`src/rtl/key_click_pkg.sv`:
```
// rtl/key_click_pkg.sv - shared state type, event codes and width helpers for the key click decoder
package key_click_pkg;

   typedef enum logic [1:0] {
      IDLE  = 2'd0,
      COUNT = 2'd1,
      EMIT  = 2'd2
   } click_state_t;

   localparam logic [1:0] EVT_SINGLE = 2'd1;
   localparam logic [1:0] EVT_DOUBLE = 2'd2;
   localparam logic [1:0] EVT_TRIPLE = 2'd3;

   function automatic int presc_w(input int clk_freq);
      return $clog2(clk_freq / 1000);
   endfunction

   function automatic int ms_w(input int window_ms);
      return $clog2(window_ms + 1);
   endfunction

   // Extra MSB is the wrap bit that separates full from empty.
   function automatic int ptr_w(input int depth);
      return $clog2(depth) + 1;
   endfunction

endpackage

```
`src/rtl/key_evt_fifo.sv`:
```
// rtl/key_evt_fifo.sv - synchronous event FIFO with registered head data and valid
module key_evt_fifo
   import key_click_pkg::*;
#(
   parameter int WIDTH = 2,
   parameter int DEPTH = 4
) (
   input  logic             clk_i,
   input  logic             rst_i,
   input  logic             wr_en_i,
   input  logic [WIDTH-1:0] wr_data_i,
   input  logic             rd_en_i,
   output logic [WIDTH-1:0] rd_data_o,
   output logic             valid_o,
   output logic             full_o,
   output logic             empty_o
);

   localparam int PW = ptr_w(DEPTH);
   localparam int AW = PW - 1;

   logic [WIDTH-1:0] mem [DEPTH];
   logic [PW-1:0]    wr_ptr, rd_ptr, wr_nxt, rd_nxt, count;
   logic             do_wr, do_rd;

   assign count   = wr_ptr - rd_ptr;
   assign full_o  = (count == PW'(DEPTH));
   assign empty_o = (count == '0);
   assign do_rd   = rd_en_i && !empty_o;
   assign do_wr   = wr_en_i && (!full_o || do_rd);
   assign wr_nxt  = wr_ptr + PW'(do_wr);
   assign rd_nxt  = rd_ptr + PW'(do_rd);

   always_ff @(posedge clk_i) begin
      if (do_wr)
         mem[wr_ptr[AW-1:0]] <= wr_data_i;
   end

   // Head register tracks the next-cycle head; a write into an empty FIFO lands here directly.
   always_ff @(posedge clk_i or posedge rst_i) begin
      if (rst_i) begin
         wr_ptr    <= '0;
         rd_ptr    <= '0;
         valid_o   <= 1'b0;
         rd_data_o <= '0;
      end else begin
         wr_ptr  <= wr_nxt;
         rd_ptr  <= rd_nxt;
         valid_o <= (wr_nxt != rd_nxt);
         if (do_wr && (wr_ptr[AW-1:0] == rd_nxt[AW-1:0]))
            rd_data_o <= wr_data_i;
         else
            rd_data_o <= mem[rd_nxt[AW-1:0]];
      end
   end

endmodule

```
`src/rtl/key_click_decoder.sv`:
```
// rtl/key_click_decoder.sv - groups key presses into 1/2/3-click events; KEY_CLICK_TS_EN adds first-press ms timestamps
module key_click_decoder
   import key_click_pkg::*;
#(
   parameter int CLK_FREQ   = 100000000,
   parameter int WINDOW_MS  = 300,
   parameter int MAX_CLICKS = 3,
   parameter int FIFO_DEPTH = 4
) (
   input  logic        clk_i,
   input  logic        rst_i,
   input  logic        key_cap_i,
   output logic        evt_valid_o,
   input  logic        evt_ready_i,
   output logic [1:0]  evt_code_o,
`ifdef KEY_CLICK_TS_EN
   output logic [15:0] evt_ts_o,
`endif
   output logic        evt_ovf_o,
   input  logic        ovf_clr_i
);

   localparam int PRESC_W = presc_w(CLK_FREQ);
   localparam int MS_W    = ms_w(WINDOW_MS);
   localparam logic [PRESC_W-1:0] PRESC_MAX = PRESC_W'(CLK_FREQ / 1000 - 1);
   localparam logic [MS_W-1:0]    MS_LAST   = MS_W'(WINDOW_MS - 1);
   localparam logic [1:0]         CLICK_MAX = 2'(MAX_CLICKS);

   click_state_t       state;
   logic [1:0]         click_cnt;
   logic [PRESC_W-1:0] presc;
   logic [MS_W-1:0]    ms_cnt;
   logic               ms_tick, expiry, push, pop, drop;
   logic               fifo_full, fifo_empty;

   assign ms_tick = (state == COUNT) && (presc == PRESC_MAX);
   assign expiry  = ms_tick && (ms_cnt == MS_LAST);
   assign push    = (state == EMIT);
   assign pop     = evt_ready_i && !fifo_empty;
   assign drop    = push && fifo_full && !pop;

   always_ff @(posedge clk_i or posedge rst_i) begin
      if (rst_i) begin
         state     <= IDLE;
         click_cnt <= '0;
         presc     <= '0;
         ms_cnt    <= '0;
      end else begin
         case (state)
            IDLE: begin
               if (key_cap_i) begin
                  click_cnt <= EVT_SINGLE;
                  presc     <= '0;
                  ms_cnt    <= '0;
                  state     <= COUNT;
               end
            end
            COUNT: begin
               // A press on the expiry cycle takes priority and restarts the window.
               if (key_cap_i) begin
                  click_cnt <= click_cnt + 2'd1;
                  presc     <= '0;
                  ms_cnt    <= '0;
                  if (click_cnt + 2'd1 == CLICK_MAX)
                     state <= EMIT;
               end else begin
                  if (ms_tick) begin
                     presc  <= '0;
                     ms_cnt <= ms_cnt + MS_W'(1);
                  end else begin
                     presc <= presc + PRESC_W'(1);
                  end
                  if (expiry)
                     state <= EMIT;
               end
            end
            EMIT: begin
               if (key_cap_i) begin
                  click_cnt <= EVT_SINGLE;
                  presc     <= '0;
                  ms_cnt    <= '0;
                  state     <= COUNT;
               end else begin
                  click_cnt <= '0;
                  state     <= IDLE;
               end
            end
            default: state <= IDLE;
         endcase
      end
   end

   always_ff @(posedge clk_i or posedge rst_i) begin
      if (rst_i)
         evt_ovf_o <= 1'b0;
      else if (drop)
         evt_ovf_o <= 1'b1;
      else if (ovf_clr_i)
         evt_ovf_o <= 1'b0;
   end

`ifdef KEY_CLICK_TS_EN
   localparam int EVT_W = 18;
   logic [PRESC_W-1:0] ts_presc;
   logic [15:0]        ts_ms, ts_first;

   always_ff @(posedge clk_i or posedge rst_i) begin
      if (rst_i) begin
         ts_presc <= '0;
         ts_ms    <= '0;
         ts_first <= '0;
      end else begin
         if (ts_presc == PRESC_MAX) begin
            ts_presc <= '0;
            ts_ms    <= ts_ms + 16'd1;
         end else begin
            ts_presc <= ts_presc + PRESC_W'(1);
         end
         if (key_cap_i && (state == IDLE || state == EMIT))
            ts_first <= ts_ms;
      end
   end
`else
   localparam int EVT_W = 2;
`endif

   logic [EVT_W-1:0] push_data, pop_data;

`ifdef KEY_CLICK_TS_EN
   assign push_data              = {ts_first, click_cnt};
   assign {evt_ts_o, evt_code_o} = pop_data;
`else
   assign push_data  = click_cnt;
   assign evt_code_o = pop_data;
`endif

   key_evt_fifo #(
      .WIDTH (EVT_W),
      .DEPTH (FIFO_DEPTH)
   ) u_fifo (
      .clk_i     (clk_i),
      .rst_i     (rst_i),
      .wr_en_i   (push),
      .wr_data_i (push_data),
      .rd_en_i   (pop),
      .rd_data_o (pop_data),
      .valid_o   (evt_valid_o),
      .full_o    (fifo_full),
      .empty_o   (fifo_empty)
   );

endmodule

```
`config.mk`:
```
export PLATFORM = sky130hd
export DESIGN_NAME = key_click_decoder
export DESIGN_NICKNAME = d
export VERILOG_FILES = /design/src/rtl/key_click_pkg.sv /design/src/rtl/key_evt_fifo.sv /design/src/rtl/key_click_decoder.sv
export SDC_FILE = /design/constraint.sdc
export NUM_CORES = 1
export LEC_CHECK = 0
export ABC_AREA = 1
export CAP_MARGIN = 25
export CORE_ASPECT_RATIO = 0.8
export CORE_MARGIN = 3
export CORE_UTILIZATION = 30
export DETAILED_ROUTE_END_ITERATION = 10
export DONT_BUFFER_PORTS = 1
export SLEW_MARGIN = 20
export SYNTH_ARGS = -nofsm -noshare
export SYNTH_HDL_FRONTEND = slang
export SYNTH_SLANG_ARGS = --single-unit
```
`constraint.sdc`:
```
create_clock -name clk_i -period 3.5 [get_ports clk_i]
set_clock_uncertainty 0.2 [all_clocks]
set_input_delay 0.175 -clock clk_i [delete_from_list [all_inputs] [get_ports clk_i]]
set_output_delay 0.175 -clock clk_i [all_outputs]
set_load 0.005 [all_outputs]
```
Yosys cells after proc, flatten, opt, wreduce, memory -nomap -nowiden
Memories as Yosys holds them, arrays and structs flattened. A register that Yosys moved wholly into a read port is not among the register bits.
Cells that the tools add are included.
Storage, ports and cells
  flip-flop bits (word level): 38
  bits in writable memories: 8
  input port bits: 5
  word-level logic and storage cells: 69
  memories kept: 1
Cells by class
  add/sub/neg operators: 6
  eq/ne operators: 13
  mux-type cells: 20
  reduce and logical (&&, ||, !) cells: 21
Memories
  u_fifo.mem: depth 4, width 2, read ports 1, clocked after memory_dff 1, wr ports 1, line key_evt_fifo.sv:22  | logic [WIDTH-1:0] mem [DEPTH];
Operators with widths (number)
  2-to-1 mux 17 bit: 3
  one-hot mux 17 bit (2 select lines): 1
  2-to-1 mux 9 bit: 3
  one-hot mux 9 bit (2 select lines): 1
  adder 17 x 1 -> 17 bit (second input constant): 1
  == test 17 bit (second input constant): 1
  one-hot mux 2 bit (3 select lines): 2
  2-to-1 mux 2 bit: 5
  adder 9 x 1 -> 9 bit (second input constant): 1
  == test 9 bit (second input constant): 1
  AND reduction 3 bit: 3
  logical AND 1 bit: 7
  adder 3 x 1 -> 3 bit: 2
  != test 3 bit (second input constant): 2
  2-to-1 mux 1 bit: 5
  == test 2 bit (second input constant): 2
  != test 2 bit (second input constant): 2
  nonzero test 2 bit: 2
  == test 3 bit (second input constant): 1
  logical NOT 1 bit: 3
  logical NOT 3 bit: 1
  != test 3 x 2 -> 1 bit (second input constant): 1
  != test 3 bit: 1
  nonzero test 3 bit: 1
  8 further kinds: 8

Logic depth before layout (Yosys ltp)
Gate-level depths: netlist of run 1.
  depth after elaboration: 9
  gate-level depth with buffers: 15

Hierarchy
A second synthesis of run 1 with hierarchy kept.
Second synthesis, totals
  cells, all modules: 351
  area total of the unflattened synthesis: 2835.2 sq um
By module, submodules not included
  key_click_decoder: times used 1, cells an instance 262, area each 1973.1 sq um, seq. area each 775.7 sq um
  key_evt_fifo: times used 1, cells an instance 89, area each 862.1 sq um, seq. area each 465.4 sq um

Worst setup path before layout of run 1
No wires, ideal clock.
  path kind: reg-to-reg
  from: register u_fifo.wr_ptr[1]
  to: register u_fifo.rd_data_o[1] (read register of u_fifo.mem)
  setup time: 0.117 ns
  arrival: 2.206 ns
  setup slack: 0.977 ns
  stages on the path, launching flop included: 14
  path through: dfrtp_1 -> ha_1 -> a21oi_1 -> xnor2_1 -> o21ai_0 -> inv_1 -> ha_1 -> ha_1 -> inv_1 -> nand2_1 -> a21oi_1 -> nand3_1 -> nand2_1 -> nand2_1
On the way
  word-level cells in the longest chain between the ends: 6
Ends and longest elaborated chain
  start: declaration: line key_evt_fifo.sv:23  | logic [PW-1:0] wr_ptr, rd_ptr, wr_nxt, rd_nxt, count;
  start signal: assignment: line key_evt_fifo.sv:47  | wr_ptr <= wr_nxt;
  subtractor 3 bit *: line key_evt_fifo.sv:26  | assign count = wr_ptr - rd_ptr;
  logical NOT 3 bit *: line key_evt_fifo.sv:28  | assign empty_o = (count == '0);
  logical NOT 1 bit *: line key_evt_fifo.sv:29, key_click_decoder.sv:39
  logical AND 1 bit: line key_click_decoder.sv:39  | assign pop = evt_ready_i && !fifo_empty;
  logical AND 1 bit *: line key_evt_fifo.sv:29  | assign do_rd = rd_en_i && !empty_o;
  adder 3 x 1 -> 3 bit *: line key_evt_fifo.sv:32  | assign rd_nxt = rd_ptr + PW'(do_rd);
  named net u_fifo.rd_nxt[1]: line key_evt_fifo.sv:23
  end: declaration: line key_evt_fifo.sv:13  | output logic [WIDTH-1:0] rd_data_o,
The timed path passes the listed nets; every way through them passes the cells marked *.
A chain may end at the register's enable or synchronous reset.

Final worst setup path of run 1
  from: register u_fifo.wr_ptr[1]
  to: register u_fifo.rd_data_o[0] (read register of u_fifo.mem)
Same word-level chain as after synthesis.

==> results.md, run 1 <==
- Area Overhead vs Synth: 10.47%
- Buffer levels on the longest clock path: 2
- Slew headroom: 56.97%
- Maxcap violations: 0
- # diodes: 0
- Vias: 2124
- Largest cells by area after synthesis: dfrtp_1 (37%), edfxtp_1 (8.8%), nand2_1 (8.4%)
- Gr usage total: 11.28%
- Vias in the first global route: a little over 2000
- Placed Area: ~2800 sq um
- Post-synth EDFFs: 8
- Clock sinks: 48
- LEAKAGE: around 1.3 nW
- Synth top area share: between 30 and 40%
- Hold buffers post-CTS: 4
- Most common cell in the netlist: nand2_1
- Largest net degree at the start of global routing: between 40 and 50
- Number of synthesis warnings: 0
- Worst-Margin Slew: 0.6431 ns
- Total grt overflow: 0
- Initial Utilization: a little under a third
- Layout cell share with drive strength beyond 1: 7.143%
- WP data required: ~3.5 ns
- Unique masters post-synth: 38
- Wirelength per Cell: about 12 um
- Die Ht: between 90 and 100 um
- Crit end category: flop
- Cts repair resizes: 0
- Crit path kind: reg -> reg
- Routed vias/inst: 4.741
- Synth cell count leaders: nand2_1 (61), inv_1 (41), dfrtp_1 (40)
- Hold path endpoint: click_cnt[1]$_DFFE_PP0P_
- PnR Total Power: ~2.1 mW
- R2R Path End: u_fifo.rd_data_o[0]$_DFF_PP0_
- Syn Inst Count: 329
- I/O Pins: 9
- Finished Cell Area: ~3000 sq um
- Syn Area/Cell: ~8.3 sq um
- Initial DRC Count: 160
- Worst reg2reg startpoint: u_fifo.wr_ptr[1]$_DFF_PP0_
- Hold depth: 3
- Full die area: around 10000 sq um
- CTS clock-pin slew for the worst setup and hold paths: roughly 0.060 ns
- Worst vdd ir: 0.0003358 V
- Setup-failing EPs final: 0
- Worst skew pair latency: about 0.28 ns
- Crit path max fanout: 6
- Crit path launch type: flop
- Fillers: 907
- Depth of the most critical reg-to-reg path: 13
- Final hold violations: 0
- Status: finished clean
- RSZ-0062 raised after global routing: false
- Post-DRT Antenna Nets: 0
- Core ar.: ~8700 sq um
- FFs w/ async S/R, synth: between 80% and 90%
- Synthesized net count: between 300 and 400
- CTS buffer count: 5
- Setup TNS: 0 ns
- Fin util: 34.72%
- Post-Syn Area: 2725 sq um
- Pre-antenna DRT Iters: 4
- CTS tree: yes
- Clk root buf: clkbuf_16
- IO Port Bufs: 0
- Initial antenna violation count: 0
- Seq/Total Area, Yosys: 45.55%
- Detailed-route wire length: about 5.4 mm
- Htree depth: 2
- Post-CTS Setup Bufs: 0
- Min-Delay Path Class: in -> reg
- Fmax: between 300 and 400 MHz
- Max-slew violations: 0
- Cell row count: 30
- Hold Startpoint: key_cap_i
- Cell accounting for the most synthesized area: dfrtp_1
- Die X: between 100 and 150 um
- First-pass GRT wire length: approximately 9.5 mm
- Internal reg-to-reg setup slack: between 0.7 and 0.8 ns
- Pwr/cell area: between 700 and 800 nW/um^2
- Crit path DAT: ~2.8 ns
- Top FF cell, synth: dfrtp_1
- Fin crit period: around 2.8 ns
- Final worst path period share: between 70% and 80%
- DRC: 0
- RePlAce Congestion: ~0.81
- Nets: approximately 350
- Seq cells post-synth: between 40 and 50
- Detail Placement HPWL: approximately 3.8 mm
==> metal layers <==
layer / wire length [um] / GRT usage (%)
met4: 50 / 3.604
met1: 2882 / 15.87
met3: 138 / 2.598
met5: 0 / 0
met2: 2280 / 17.11
==> state kept, by name (all words and copies together), names as in the netlist <==
name / flops
u_fifo.rd_ptr: 3
click_cnt: 2
presc: 17
u_fifo.wr_ptr: 3
u_fifo.rd_data_o: 2
ms_cnt: 9
u_fifo.mem: 8
state: 2
u_fifo.valid_o: 1
evt_ovf_o: 1
==> layout make-up <==
cell class	count	area [sq um]	share of cell area (%)
clock inverter	2	12.51	0.4156
tap	112	140.1	4.655
timing repair buffer	5	47.55	1.579
sequential	48	1241	41.23
multi-input combinational	231	1272	42.27
inverter	44	167.7	5.569
clock buffer	6	128.9	4.281
==> per-stage QoR <==
stage / hold WS (ns) / setup WS [ns] / instances
2_1_floorplan: 0.08224 / 0.9766 / 329
3_3_place_gp: 0.03327 / 0.8417 / 436
3_5_place_dp: 0.03033 / 0.7657 / 436
4_1_cts: 0.006115 / 0.7460 / 448
5_1_grt: 0.05860 / 0.3976 / 448
6_report: 0.01825 / 0.7159 / 448
==> worst max-delay path, cell delays in order (launching register included) <==
cell and delay [ns]:
dfrtp_1 0.44, ha_1 0.31, a21oi_1 0.18, xnor2_1 0.13, o21ai_0 0.16, inv_1 0.06, ha_1 0.18, ha_1 0.35
inv_1 0.11, nand2_1 0.06, a21oi_1 0.23, nand3_1 0.13, nand2_1 0.09, nand2_1 0.05
==> cells by family (layout without fill, tap and decap cells) <==
kind of cell | count (synthesis) | after routing | share of synthesized area, %
adders and majority gates | 13 | 13 | 5.969
and+or+nand+nor | 162 | 162 | 27.82
DFF | 48 | 48 | 45.55
buffers and inverters | 50 | 57 | 7.759
AOI/OAI and AO/OA | 46 | 46 | 9.688
xor gates and xnor gates | 10 | 10 | 3.214
==> layout by cell type, fill, tap and decap left out, types with 2 or more instances in the layout <==
cell type / count
nor2_1: 38
nand2_2: 3
dlygate4sd3_1: 4
inv_1: 40
ha_1: 13
nand4_1: 16
clkinv_1: 2
a31oi_1: 2
or2_2: 2
nand2_4: 2
xor2_1: 5
xnor2_1: 5
nor3_1: 11
a21oi_1: 12
o21ai_1: 11
edfxtp_1: 8
o21bai_1: 3
o21ai_0: 12
dfrtp_1: 40
nand3_1: 22
nand2_1: 61
o22ai_1: 2
clkbuf_16: 5
==> worst max-delay path by stage <==
| stage | depth (start not counted) | from | slack, ns | end |
|---|---|---|---|---|
| after CTS | 13 | u_fifo.wr_ptr[1]$_DFF_PP0_ | 0.75 | u_fifo.rd_data_o[0]$_DFF_PP0_ |
| after global placement | 13 | u_fifo.wr_ptr[1]$_DFF_PP0_ | 0.84 | u_fifo.rd_data_o[0]$_DFF_PP0_ |
| after detailed placement | 13 | u_fifo.wr_ptr[1]$_DFF_PP0_ | 0.77 | u_fifo.rd_data_o[0]$_DFF_PP0_ |
| final | 13 | u_fifo.wr_ptr[1]$_DFF_PP0_ | 0.72 | u_fifo.rd_data_o[0]$_DFF_PP0_ |
| after floorplan | 13 | u_fifo.wr_ptr[1]$_DFF_PP0_ | 0.98 | u_fifo.rd_data_o[1]$_DFF_PP0_ |
| after global routing | 13 | u_fifo.wr_ptr[1]$_DFF_PP0_ | 0.40 | u_fifo.rd_data_o[0]$_DFF_PP0_ |
==> power breakdown <==
group	internal (mW)	switching, mW	total, mW	leakage (nW)
clock	0.264	0.203	0.467	0.0669
sequential	0.696	0.101	0.798	0.599
combinational	0.314	0.561	0.875	0.658
(Power assumes the default switching activity.)
==> run 2, diff against run 1 <==
--- a/config.mk
+++ b/config.mk
@@ -5,7 +5,7 @@
 export SDC_FILE = /design/constraint.sdc
 export NUM_CORES = 1
 export LEC_CHECK = 0
-export ABC_AREA = 1
+export ABC_AREA = 0
 export CAP_MARGIN = 25
 export CORE_ASPECT_RATIO = 0.8
 export CORE_MARGIN = 3
==> constraint.sdc (replaced) <==
create_clock -name clk_i -period 2.5 [get_ports clk_i]
set_clock_uncertainty 0.2 [all_clocks]
set_input_delay 0.125 -clock clk_i [delete_from_list [all_inputs] [get_ports clk_i]]
set_output_delay 0.125 -clock clk_i [all_outputs]
set_load 0.005 [all_outputs]
==> results.md, run 2 <==
- Fin worst setup slack: -0.1240 ns
- Met2 Use GR: between 10% and 20%
- Syn Inst Count: between 200 and 250
- Synthesized net count: ~260
- Placed Instances: 367
- Htree depth: 2
- Full die area: between 9000 and 10000 sq um
- Die X: about 110 um
- Core ar.: 8092 sq um
- DRC: 0
- Internal reg-to-reg setup slack: -0.12 ns
- Depth of the most critical reg-to-reg path: 11
- Min-Delay Path Class: in -> reg
- CTS buffer count: 5
- Setup-failing EPs final: 3
- Non-filler cells, final: ~380
- Vias: ~1900
- P_int: ~2.2 mW
- Worst skew pair latency: slightly above 0.3 ns
- Pre-antenna DRT Iters: 5
- Syn Area/Cell: 10.52 sq um
- Top FF cell, synth: dfrtp_1
- Flop pwr share: around a third
- Initial DRC Count: 73
- Unique masters post-synth: 48
- Worst-Margin Slew: roughly 0.73 ns
- Vias in the first global route: about 1800
- Crit path launch: u_fifo.rd_ptr[1]$_DFF_PP0_
- GR peak layer: met2
- Post-Syn Area: 2556 sq um
- I/O Pins: 9
- LEAKAGE: approximately 1.3 nW
- Post-DRT Antenna Nets: 0
- Area Overhead vs Synth: 20.22%
- Crit path launch type: flop
- Clock Power Share: 17.1%
- Worst reg2reg startpoint: u_fifo.rd_ptr[1]$_DFF_PP0_
- Nets: a little under 300
- Global Route met3 Usage: 3.866%
- Routed vias/inst: 4.849
- Largest cells by area after synthesis: dfrtp_1 (39%), edfxtp_1 (9.4%), ha_1 (6.4%)
- CTS tree: yes
- Total grt overflow: 0
- CTS clock-pin slew for the worst setup and hold paths: roughly 0.1 ns
- Most frequent cells in the layout: dfrtp_1 (39), buf_4 (24), nor2_1 (22)
- RePlAce Congestion: 0.7890
- WP data required: around 2.5 ns
- Failing checks: negative setup slack
- Cell row count: 29
- Synth top area share: ~39%
- Seq/Total Area, Yosys: 48.56%
- Psw: between 1 and 1.5 mW
- RSZ-0062 raised after global routing: true
- Worst vdd ir: between 0.0006 and 0.0007 V
- Crit path kind: reg -> reg
- Most common cell after layout, fill and taps aside: dfrtp_1
- CP endpoint: u_fifo.rd_data_o[1]$_DFF_PP0_
- Detail Placement HPWL: about 3.6 mm
- Final hold violations: 0
- Synth cell count leaders: dfrtp_1 (40), nor2_1 (22), inv_1 (18)
- Fmax: roughly 380 MHz
- Slew headroom: between 50% and 60%
- Crit path DAT: approximately 2.6 ns
- Buffer levels on the longest clock path: 2
- Die Ht: ~89 um
- Net Sw Frac: ~36%
- Gr usage total: 11.67%
- First-pass GRT wire length: between 8 and 9 mm
- Cell accounting for the most synthesized area: dfrtp_1
- Wirelength per Cell: ~13 um
- FFs w/ async S/R, synth: 83.33%
- Most common cell in the netlist: dfrtp_1
- Final worst path period share: 105.0%
- Crit end category: flop
- Maxcap violations: 0
- R2R Path End: u_fifo.rd_data_o[1]$_DFF_PP0_
- Status: finished, violations left
- Detailed-route wire length: slightly above 5 mm
- Seq cells post-synth: 48
- Crit path max fanout: 3
- Setup TNS: -0.3694 ns
- Clock sinks: 48
- Layout cell share with drive strength beyond 1: a little over a fifth
- Fillers: 790
- Post-synth EDFFs: 8
- Initial Utilization: between 30% and 40%
- Comb power frac: between 50% and 60%
- Number of synthesis warnings: 0
- Fin crit period: 2.624 ns
- Top reg by flops: presc
- Max FFs per register: 17
- # diodes: 0
- Clk root buf: clkbuf_8
- IO Port Bufs: 0
- Met1 Track Usage GR: between 10% and 20%
- Initial antenna violation count: 0
- Max-slew violations: 0
- Largest net degree at the start of global routing: 20
- Pwr/cell area: between 1000 and 1500 nW/um^2
==> run 2: worst min path at each step <==
| stage | endpoint | cells after the start | slack (ns) | from |
|---|---|---|---|---|
| after floorplan | evt_ovf_o$_DFFE_PP0P_ | 2 | 0.10 | ovf_clr_i |
| after global placement | u_fifo.rd_ptr[2]$_DFF_PP0_ | 1 | -0.02 | rst_i |
| after detailed placement | evt_ovf_o$_DFFE_PP0P_ | 1 | -0.01 | rst_i |
| after CTS | state[0]$_DFFE_PP0P_ | 4 | 0.001 | key_cap_i |
| after global routing | u_fifo.rd_data_o[0]$_DFF_PP0_ | 2 | 0.02 | evt_ready_i |
| final | state[0]$_DFFE_PP0P_ | 4 | 0.005 | key_cap_i |
==> run 2: power by group through the flow <==
stage / sequential (mW) / clock (mW) / combinational [mW]
floorplan: 1.10 / 0 / 1.04
global placement: 1.11 / 0 / 1.57
detailed placement: 1.11 / 0 / 1.62
CTS: 1.10 / 0.604 / 1.70
global route: 1.12 / 0.641 / 1.98
finish: 1.10 / 0.591 / 1.76
==> run 2: layout make-up <==
class / instances / area, sq um / area share [%]
multi-input combinational: 171 / 1271 / 41.37
sequential: 48 / 1242 / 40.43
timing repair buffer: 30 / 240.2 / 7.818
tap: 108 / 135.1 / 4.397
clock buffer: 5 / 68.82 / 2.239
inverter: 18 / 67.56 / 2.199
clock inverter: 3 / 47.55 / 1.547
==> run 2: what timing repair did <==
action | 4_1_cts | 5_1_grt
pin swaps | 5 | 2
setup endpoints to repair | 3 | 7
resized for setup | 4 | 5
buffers inserted | 1 | 1
hold buffers | 5 | 1
endpoints found under the hold margin | 23 | 2
==> run 2: metrics by stage <==
stage	worst slack (ns)	utilization [%]	hold slack, ns	cell area [sq um]	power, mW
floorplan	-0.09527	-	0.1025	2604	2.147
global placement	-0.08255	35.27	-0.01970	2854	2.680
detailed placement	-0.1582	35.27	-0.01270	2854	2.730
CTS	-0.1095	37.51	0.001409	3035	3.407
global route	-0.2238	37.98	0.02098	3073	3.740
finish	-0.1240	37.98	0.004893	3073	3.451
==> run 2: worst max-delay path, cell delays in order (launching register included) <==
cell,delay (ns)
dfrtp_1,0.40
inv_2,0.07
ha_4,0.21
a21oi_4,0.14
xnor2_2,0.14
a31oi_1,0.11
ha_2,0.21
ha_4,0.22
xor2_1,0.16
nor2_1,0.13
o311a_1,0.24
mux2_4,0.31
==> run 2: kinds of logic (layout without fill, tap and decap cells) <==
logic type,after synthesis,count (layout),share of synthesized area (%)
multiplexers,5,5,3.083
adder cells (fa/ha/maj),13,13,6.363
AND/OR/NAND/NOR,85,85,18.45
AO/OA/AOI/OAI,47,47,11.75
XOR/XNOR,21,21,7.195
buffers and inverters,24,56,4.601
flip-flops,48,48,48.56
==> run 2: layer usage <==
layer  part of all wire (%)  vias up
met4                    1.4        0
met3                    3.4        9
met5                      0        -
met1                     52      889
met2                     43       25
li1                       -      934
